### src/rtl/seg7_pkg.sv
// Shared 7-segment constants (active-low, bit6=g .. bit0=a) and the
// helper that gives the largest value a given number of decimal digits can show.
package seg7_pkg;

   localparam logic [6:0] SEG_0     = 7'b1000000;
   localparam logic [6:0] SEG_1     = 7'b1111001;
   localparam logic [6:0] SEG_2     = 7'b0100100;
   localparam logic [6:0] SEG_3     = 7'b0110000;
   localparam logic [6:0] SEG_4     = 7'b0011001;
   localparam logic [6:0] SEG_5     = 7'b0010010;
   localparam logic [6:0] SEG_6     = 7'b0000010;
   localparam logic [6:0] SEG_7     = 7'b1111000;
   localparam logic [6:0] SEG_8     = 7'b0000000;
   localparam logic [6:0] SEG_9     = 7'b0010000;
   localparam logic [6:0] SEG_BLANK = 7'b1111111;
   localparam logic [6:0] SEG_DASH  = 7'b0111111;

   // 10^digits - 1; at most 8 digits, so 32 bits is plenty.
   function automatic logic [31:0] max_value(input int digits);
      logic [31:0] p;
      p = 32'd1;
      for (int i = 0; i < digits; i++) begin
         p = p * 32'd10;
      end
      return p - 32'd1;
   endfunction

endpackage

### src/rtl/seg7_decode.sv
// Combinational BCD digit to active-low segment pattern; dash outranks blank.
module seg7_decode
   import seg7_pkg::*;
(
   input  logic [3:0] bcd,
   input  logic       blank,
   input  logic       dash,
   output logic [6:0] seg
);

   always_comb begin
      seg = SEG_BLANK;
      if (dash) begin
         seg = SEG_DASH;
      end else if (!blank) begin
         case (bcd)
            4'd0:    seg = SEG_0;
            4'd1:    seg = SEG_1;
            4'd2:    seg = SEG_2;
            4'd3:    seg = SEG_3;
            4'd4:    seg = SEG_4;
            4'd5:    seg = SEG_5;
            4'd6:    seg = SEG_6;
            4'd7:    seg = SEG_7;
            4'd8:    seg = SEG_8;
            4'd9:    seg = SEG_9;
            default: seg = SEG_BLANK;
         endcase
      end
   end

endmodule

### src/rtl/seg_mux_display.sv
// Binary-to-BCD (sequential double-dabble) feeding a time-multiplexed
// active-low 7-segment display with leading-zero blanking and overflow dashes.
module seg_mux_display
   import seg7_pkg::*;
#(
   parameter int IN_W     = 4,
   parameter int DIGITS   = 2,
   parameter int SCAN_DIV = 1000
) (
   input  logic              clk,
   input  logic              rst,
   input  logic [IN_W-1:0]   value,
   input  logic              load,
   input  logic              blank_lz,
   output logic              busy,
   output logic              overflow,
   output logic [DIGITS-1:0] an,
   output logic [6:0]        seg
);

   localparam int BCD_W = 4 * DIGITS;
   localparam int SR_W  = BCD_W + IN_W;
   localparam int BW    = $clog2(IN_W + 1);
   localparam int CW    = (SCAN_DIV > 1) ? $clog2(SCAN_DIV) : 1;
   localparam int IW    = (DIGITS > 1) ? $clog2(DIGITS) : 1;
   localparam logic [31:0] MAX_VAL = max_value(DIGITS);

   logic [SR_W-1:0]   sr_reg;
   logic [SR_W-1:0]   sr_adj;
   logic [SR_W-1:0]   sr_next;
   logic [BW-1:0]     bit_cnt_reg;
   logic              busy_reg;
   logic              blz_pend_reg;
   logic              ovf_pend_reg;
   logic [BCD_W-1:0]  disp_bcd_reg;
   logic              disp_blz_reg;
   logic              disp_ovf_reg;
   logic [CW-1:0]     scan_cnt_reg;
   logic [IW-1:0]     idx_reg;
   logic [DIGITS-1:0] an_reg;
   logic [6:0]        seg_reg;

   logic [3:0]        bcd_digit [DIGITS];
   logic [DIGITS:0]   zero_above;
   logic [DIGITS-1:0] blank_vec;
   logic [3:0]        cur_bcd;
   logic              cur_blank;
   logic [6:0]        dec_seg;
   logic [DIGITS-1:0] an_next;

   // One double-dabble iteration: add 3 to every BCD nibble >= 5, then shift left.
   always_comb begin
      sr_adj = sr_reg;
      for (int k = 0; k < DIGITS; k++) begin
         if (sr_adj[IN_W + 4*k +: 4] >= 4'd5) begin
            sr_adj[IN_W + 4*k +: 4] = sr_adj[IN_W + 4*k +: 4] + 4'd3;
         end
      end
      sr_next = {sr_adj[SR_W-2:0], 1'b0};
   end

   // zero_above[i] is set when digit i and everything above it are zero.
   assign zero_above[DIGITS] = 1'b1;
   generate
      for (genvar gi = 0; gi < DIGITS; gi++) begin : g_digit
         assign bcd_digit[gi]  = disp_bcd_reg[4*gi +: 4];
         assign zero_above[gi] = zero_above[gi+1] && (disp_bcd_reg[4*gi +: 4] == 4'd0);
         if (gi == 0) begin : g_lsd
            assign blank_vec[gi] = 1'b0;
         end else begin : g_upper
            assign blank_vec[gi] = disp_blz_reg && zero_above[gi];
         end
      end
   endgenerate

   assign cur_bcd   = bcd_digit[idx_reg];
   assign cur_blank = blank_vec[idx_reg];
   assign an_next   = ~(DIGITS'(1) << idx_reg);

   seg7_decode u_decode (
      .bcd   (cur_bcd),
      .blank (cur_blank),
      .dash  (disp_ovf_reg),
      .seg   (dec_seg)
   );

   always_ff @(posedge clk) begin
      if (rst) begin
         sr_reg       <= '0;
         bit_cnt_reg  <= '0;
         busy_reg     <= 1'b0;
         blz_pend_reg <= 1'b0;
         ovf_pend_reg <= 1'b0;
         disp_bcd_reg <= '0;
         disp_blz_reg <= 1'b0;
         disp_ovf_reg <= 1'b0;
         scan_cnt_reg <= '0;
         idx_reg      <= '0;
         an_reg       <= '1;
         seg_reg      <= SEG_BLANK;
      end else begin
         if (scan_cnt_reg == CW'(SCAN_DIV - 1)) begin
            scan_cnt_reg <= '0;
            idx_reg      <= (idx_reg == IW'(DIGITS - 1)) ? '0 : idx_reg + 1'b1;
         end else begin
            scan_cnt_reg <= scan_cnt_reg + 1'b1;
         end
         an_reg  <= an_next;
         seg_reg <= dec_seg;

         // A load arriving while busy (including the commit cycle) is dropped.
         if (busy_reg) begin
            sr_reg <= sr_next;
            if (bit_cnt_reg == BW'(IN_W - 1)) begin
               busy_reg     <= 1'b0;
               disp_bcd_reg <= sr_next[SR_W-1 -: BCD_W];
               disp_blz_reg <= blz_pend_reg;
               disp_ovf_reg <= ovf_pend_reg;
            end else begin
               bit_cnt_reg <= bit_cnt_reg + 1'b1;
            end
         end else if (load) begin
            sr_reg       <= {{BCD_W{1'b0}}, value};
            bit_cnt_reg  <= '0;
            busy_reg     <= 1'b1;
            blz_pend_reg <= blank_lz;
            ovf_pend_reg <= (32'(value) > MAX_VAL);
         end
      end
   end

   assign busy     = busy_reg;
   assign overflow = disp_ovf_reg;
   assign an       = an_reg;
   assign seg      = seg_reg;

endmodule

### config.mk
export PLATFORM = sky130hd
export DESIGN_NAME = seg_mux_display
export DESIGN_NICKNAME = d
export VERILOG_FILES = /design/src/rtl/seg7_pkg.sv /design/src/rtl/seg7_decode.sv /design/src/rtl/seg_mux_display.sv
export SDC_FILE = /design/constraint.sdc
export NUM_CORES = 1
export LEC_CHECK = 0
export CORE_UTILIZATION = 30
export DETAILED_ROUTE_END_ITERATION = 10
export HOLD_SLACK_MARGIN = 0.05
export MAX_ROUTING_LAYER = met4
export PLACE_DENSITY = 0.47
export SLEW_MARGIN = 20
export SYNTH_ARGS = -nofsm -noshare
export SYNTH_HDL_FRONTEND = slang
export SYNTH_SLANG_ARGS = --single-unit
### constraint.sdc
create_clock -name clk -period 3.9 [get_ports clk]
set_input_delay 0.78 -clock clk [delete_from_list [all_inputs] [get_ports clk]]
set_output_delay 0.78 -clock clk [all_outputs]
set_load 0.005 [all_outputs]
==> After elaboration in Yosys (flattened, before gate mapping) <==
Memories as Yosys holds them, arrays and structs flattened. A register that Yosys moved wholly into a read port is not among the register bits.
Cells that the tools add are included.
{ "word_totals": {"ff_bits": 39, "word_cells": 52, "memories": 1, "input_bits": 8, "mem_bits_ro": 112, "out_inout_bits": 11} }
{ "classes": {"shift": 1, "n_addsub": 5, "n_lt_le_gt_ge": 4, "bitwise_logic": 3, "n_reduce_logical": 9, "muxes": 16, "n_eq_ne": 3} }
{ "memory_table": {"columns": ["name", "words", "word_bits", "read_ports", "rd_clocked_by_memory_dff", "wr", "line_no", "text"], "rows": [
  ["(name not given)", 16, 7, 1, 1, 0, "seg7_decode.sv:16", "case (bcd)"]
]} }
{ "ops": {"columns": ["operator", "count"], "rows": [
  ["12-bit two-way mux", 2],
  ["4-bit two-way mux", 4],
  ["3-bit two-way mux", 4],
  ["10-bit by 1-bit adder with 10-bit output (second input constant)", 1],
  ["10-bit == test (second input constant)", 1],
  ["4-bit by 3-bit greater-or-equal comparator with 1-bit output (second input constant)", 2],
  ["1-bit two-way mux", 6],
  ["2-bit AND reduction", 3],
  ["2-bit OR reduction", 3],
  ["4-bit by 2-bit adder with 4-bit output (second input constant)", 1],
  ["4-bit zero test", 1],
  ["3-bit by 1-bit adder with 3-bit output (second input constant)", 1],
  ["3-bit by 2-bit adder with 3-bit output (second input constant)", 1],
  ["3-bit by 2-bit == test with 1-bit output (second input constant)", 1],
  ["2-bit greater-or-equal comparator (second input constant)", 1],
  ["1-bit by 2-bit less-than comparator with 1-bit output (second input constant)", 1],
  ["2-bit inequality test (second input constant)", 1],
  ["1-bit inverter with 2-bit output", 1],
  ["2-bit inverter", 1],
  ["2-bit nonzero test", 1],
  ["1-bit by 1-bit left shift with 2-bit output (first input constant)", 1],
  ["1-bit adder (second input constant)", 1],
  ["1-bit logical AND", 1],
  ["1-bit inverter", 1]
]} }

==> Logic depth before layout (Yosys ltp) <==
{ "logic_depth": {"ltp_word": 5, "depth_mapped": 8, "mapped_depth_nobuf": 6} }

==> By module <==
From an unflattened synthesis, not the netlist that was laid out.
{ "unflattened": {"cells_unflattened": 249, "hier_area_um2": 2222.1} }
{ "by_module_without_submodules": {"columns": ["module", "cells_per_inst", "area_per_inst_um2", "seq_area_each_um2", "instances"], "rows": [
  ["seg_mux_display", 219, 1990.7, 920.9, 1],
  ["seg7_decode", 30, 231.5, 0.0, 1]
]} }

==> Worst setup path after synthesis <==
No wires, ideal clock.
{ "synth_path": {"kind": "register to register", "from": "register idx_reg", "to": "register seg_reg[6], in the netlist seg[6]", "synth_period_minus_slack_ps": 1909, "stages_incl_launch_ff": 8, "t_required_ps": 3768, "setup_slack_ps": 1991, "setup_ps": 132, "arrival_ps": 1777, "path_buffers": 2, "path_cell_list": "dfxtp_1 buf_2 buf_2 mux2i_1 inv_1 ha_1 a2111oi_0 o31ai_1"} }
{ "synth_between": {"elab_chain_len": 4, "word_cells_on_any_way": 7, "classes_between": "mux: 5; bitwise: 1; reduce/logical: 1"} }
{ "synth_rtl": {"columns": ["item", "line_no", "text"], "rows": [
  ["from (decl)", "seg_mux_display.sv:39", "logic [IW-1:0] idx_reg;"],
  ["from (signal assigned)", "seg_mux_display.sv:104", "idx_reg <= (idx_reg == IW'(DIGITS - 1)) ? '0 : idx_reg + 1'b1;"],
  ["1-bit inverter with 2-bit output (implied by the code)", "seg_mux_display.sv:76", "assign cur_bcd = bcd_digit[idx_reg];"],
  ["4-bit two-way mux (implied by the code) (3 in a row)", "seg_mux_display.sv:76", null],
  ["to (signal assigned)", "seg_mux_display.sv:109", "seg_reg <= dec_seg;"],
  ["to (decl)", "seg_mux_display.sv:41", "logic [6:0] seg_reg;"]
]} }
Parallel ways exist; a longest one is shown, timed or not. The select of a mux whose other input is x is not followed.
A chain may end at the register's enable or synchronous reset.

==> Worst setup path after layout <==
{ "layout_path": {"from": "register busy_reg, in the netlist busy", "to": "output port busy"} }
{ "layout_rtl": {"columns": ["item", "line_no", "text"], "rows": [
  ["from (decl)", "seg_mux_display.sv:32", "logic busy_reg;"],
  ["from (signal assigned)", "seg_mux_display.sv:91", "busy_reg <= 1'b0;"],
  ["from (signal assigned)", "seg_mux_display.sv:115", "busy_reg <= 1'b0;"],
  ["from (signal assigned)", "seg_mux_display.sv:125", "busy_reg <= 1'b1;"],
  ["to (decl)", "seg_mux_display.sv:15", "output logic busy,"]
]} }
No word-level cell between the ends.

==> impl_results.md <==
- Drt initial violations: 45
- Finished Core Util: 35.47%
- Peak supply drop: 0.1304 mV
- Commonest cells in the netlist: 46 x dfxtp_1, 34 x nor2_1, 20 x a21oi_1, 20 x nand2_1, 14 x inv_1
- Root Driver: clkbuf_8
- CP max stage cell: dfxtp_1
- Die W: 88.60 um
- Antenna Cells: 0
- All-layer global routing usage: 12.79%
- GP Congestion: 0.7323
- Least-Margin Pin Slew: 0.8436 ns
- DRC Markers: 0
- Asr flop ratio synth: 0%
- Quantity of hold-fixing buffers added after cts: 0
- Slew HR: 43.58%
- YS warnings: 0
- Antenna-violating nets left: 0
- CP Launch Type: register
- Status: complete, no violations
- Switching share of total power: 24.16%
- Critical path class: reg2out
- Synth top area share: 40.93%
- Via count: 1759
- Core area: 7253 um2
- WHS: around 0.45 ns
- Io pins: 19
- FF+latch count, synth: 46
- Setup WS post-layout: between 1 and 1.5 ns
- H-tree Lvls: 2
- Reg2reg start: idx_reg
- Setup violators final: 0
- CTS-repair resized insts: 0
- FP Rows: 31
- Top cells by area, synth: dfxtp_1 41%, ha_1 6.7%, nor2_1 5.7%
- Vert. Die Dim: 88.60 um
- Total Routed Length: 4367 um
- # fillers: 773
- Period Utilization, post-route: 63.76%
- Clock power frac: 34.1%
- Longest Clk Path Bufs: 2
- CP max stage delay: 0.78 ns
- WHS Endpoint: scan_cnt_reg[0]
- Crit-path cells: clkdlybuf4s50_1
- Worst r2r dst: seg[6]
- WP data arrival: 1.71 ns
- Origin of the worst min-delay path: scan_cnt_reg[0]
- Sequential-to-total area share from yosys stat: between 40% and 50%
- Slew Viols, Final: 0
- Internal power: 0.6433 mW
- Die area: 7849 um2
- Worst Path Max Fanout: 23
- Power density cells: 329.7 nW/um2
- Crit-path leading delay family: flip-flops
- Placement Setup Slack: 1.180 ns
- Syn-to-layout area delta: 14.35%
- Setup TNS: 0 ns
- Logic pwr share: slightly above 7%
- Setup bufs post-CTS: 0
- CTS Sinks: 46
- Reg2Reg Setup Slack: 1.65 ns
- Initial core utilization: 31.02%
- Count leader, synth: dfxtp_1
- CP endpoint kind: primary output
- Remaining Overflow, GRT: 0
- RSZ-0062 raised after global routing: false
- Fraction of layout instances using a drive strength above 1: 6.593%
- Cells on worst reg2reg path: 5
- Final Hold Vio Count: 0
- Hold Path Cell Cnt: 1
- Buf+Inv Stages, Crit Path: 1
- Critical Path RT: approximately 3.1 ns
- Hpwl dp: 3121 um
- Syn_nets: 281
- Clock slew at reported path FFs: ~0.090 ns
- Clock Skew: 0.007593 ns
- Area leader, netlist: dfxtp_1
- Syn_area_per_cell: roughly 8.6 um2
- Post-layout nets: 292
- Total power: 0.8482 mW
- Tmin final: 2.487 ns
- CTS tree: built
- HP Class: reg2reg
- Number of synthesized flops with an enable pin: 0
- Pin count of the biggest net entering global routing: 24
- Switching power: approximately 0.20 mW
- Cts bufs inserted: 5
- DR pass1 iterations: 6
- First-pass GRT wire length: 7569 um
- Ys flop type: dfxtp_1
- Antenna violations before repair: 0
- Synth cell types: 48
- Largest register FFs: 12
- Vias per inst: 4.728
- Post-Synthesis Cell Area: 2250 um2
- LEAKAGE: roughly 0.93 nW
- Skew-Pair Late Insertion Delay: approximately 0.3 ns
- WL/cell: 11.74 um
- Max Freq: a little over 0.4 GHz
- Vias in the first global route: 1603
- Mapped Cells: 261
- I/O Buffers: 17
- Sequential share of power: 58.7%
- Max_cap viols: 0
## power groups by stage
stage	Combinational, mW	Clock (mW)	Sequential [mW]
global route	0.0694	0.319	0.502
CTS	0.0614	0.302	0.499
detailed placement	0.0613	0	0.510
floorplan	0.0418	0	0.504
finish	0.0603	0.290	0.498
global placement	0.0606	0	0.509
## per-stage QoR
stage	cell area [um2]	std cells
after floorplan	2250	261
after global placement	2486	364
after detailed placement	2486	364
after CTS	2572	372
after global routing	2572	372
final	2572	372
## cell usage in the layout (no fill, tap or decap), types with 2 or more instances in the layout
master	instances
nand3_1	8
o21ai_0	12
nand2_1	20
nand3b_1	2
clkdlybuf4s50_1	17
nor3b_1	4
a311oi_1	2
a21oi_1	20
or2_2	2
mux2_2	3
xnor2_1	5
clkbuf_8	5
ha_1	12
o32ai_1	5
dfxtp_1	46
nand4_1	3
nor2_1	34
nor2b_1	5
mux2i_1	11
inv_1	14
a211oi_1	2
or3_1	2
nand2b_1	8
nor3_1	4
a2111oi_0	2
## worst max path at each step
stage               startpoint         endpoint  slack, ns  cells after the start
global route              busy             busy       1.32                      1
detailed placement         rst           seg[0]       1.18                      4
finish                    busy             busy       1.41                      1
CTS                       busy             busy       1.37                      1
floorplan              idx_reg           seg[6]       1.99                      7
global placement           rst  disp_bcd_reg[5]       1.26                      4
## metal layers
metal / vias up / share of wire (%) / track usage [%]
li1: 927 / - / -
met1: 800 / 50 / 16.29
met2: 28 / 45 / 20.00
met3: 4 / 3.6 / 3.078
met4: 0 / 1.0 / 3.959
met5: - / 0 / -
## layout make-up
class                      count  area [um2]  area share [%]
tap                           99       123.9           4.815
multi-input combinational    187        1211           47.08
timing repair buffer          18       177.7           6.907
inverter                      14       52.55           2.043
clock inverter                 2       13.76          0.5350
sequential                    46       920.9           35.80
clock buffer                   6       72.57           2.821
## cells by family (layout without fill, tap and decap cells)
kind of cell / after synthesis / after routing / share of synthesized area, %
simple gates: 101 / 101 / 23.14
compound gates: 53 / 53 / 15.13
flops: 46 / 46 / 40.93
buf+inv: 28 / 40 / 5.228
mux: 14 / 14 / 6.396
fa+ha+maj: 12 / 12 / 6.674
xor+xnor: 6 / 6 / 2.336
other cells: 1 / 1 / 0.1667
No activity file was read; power rests on OpenSTA's default activity.
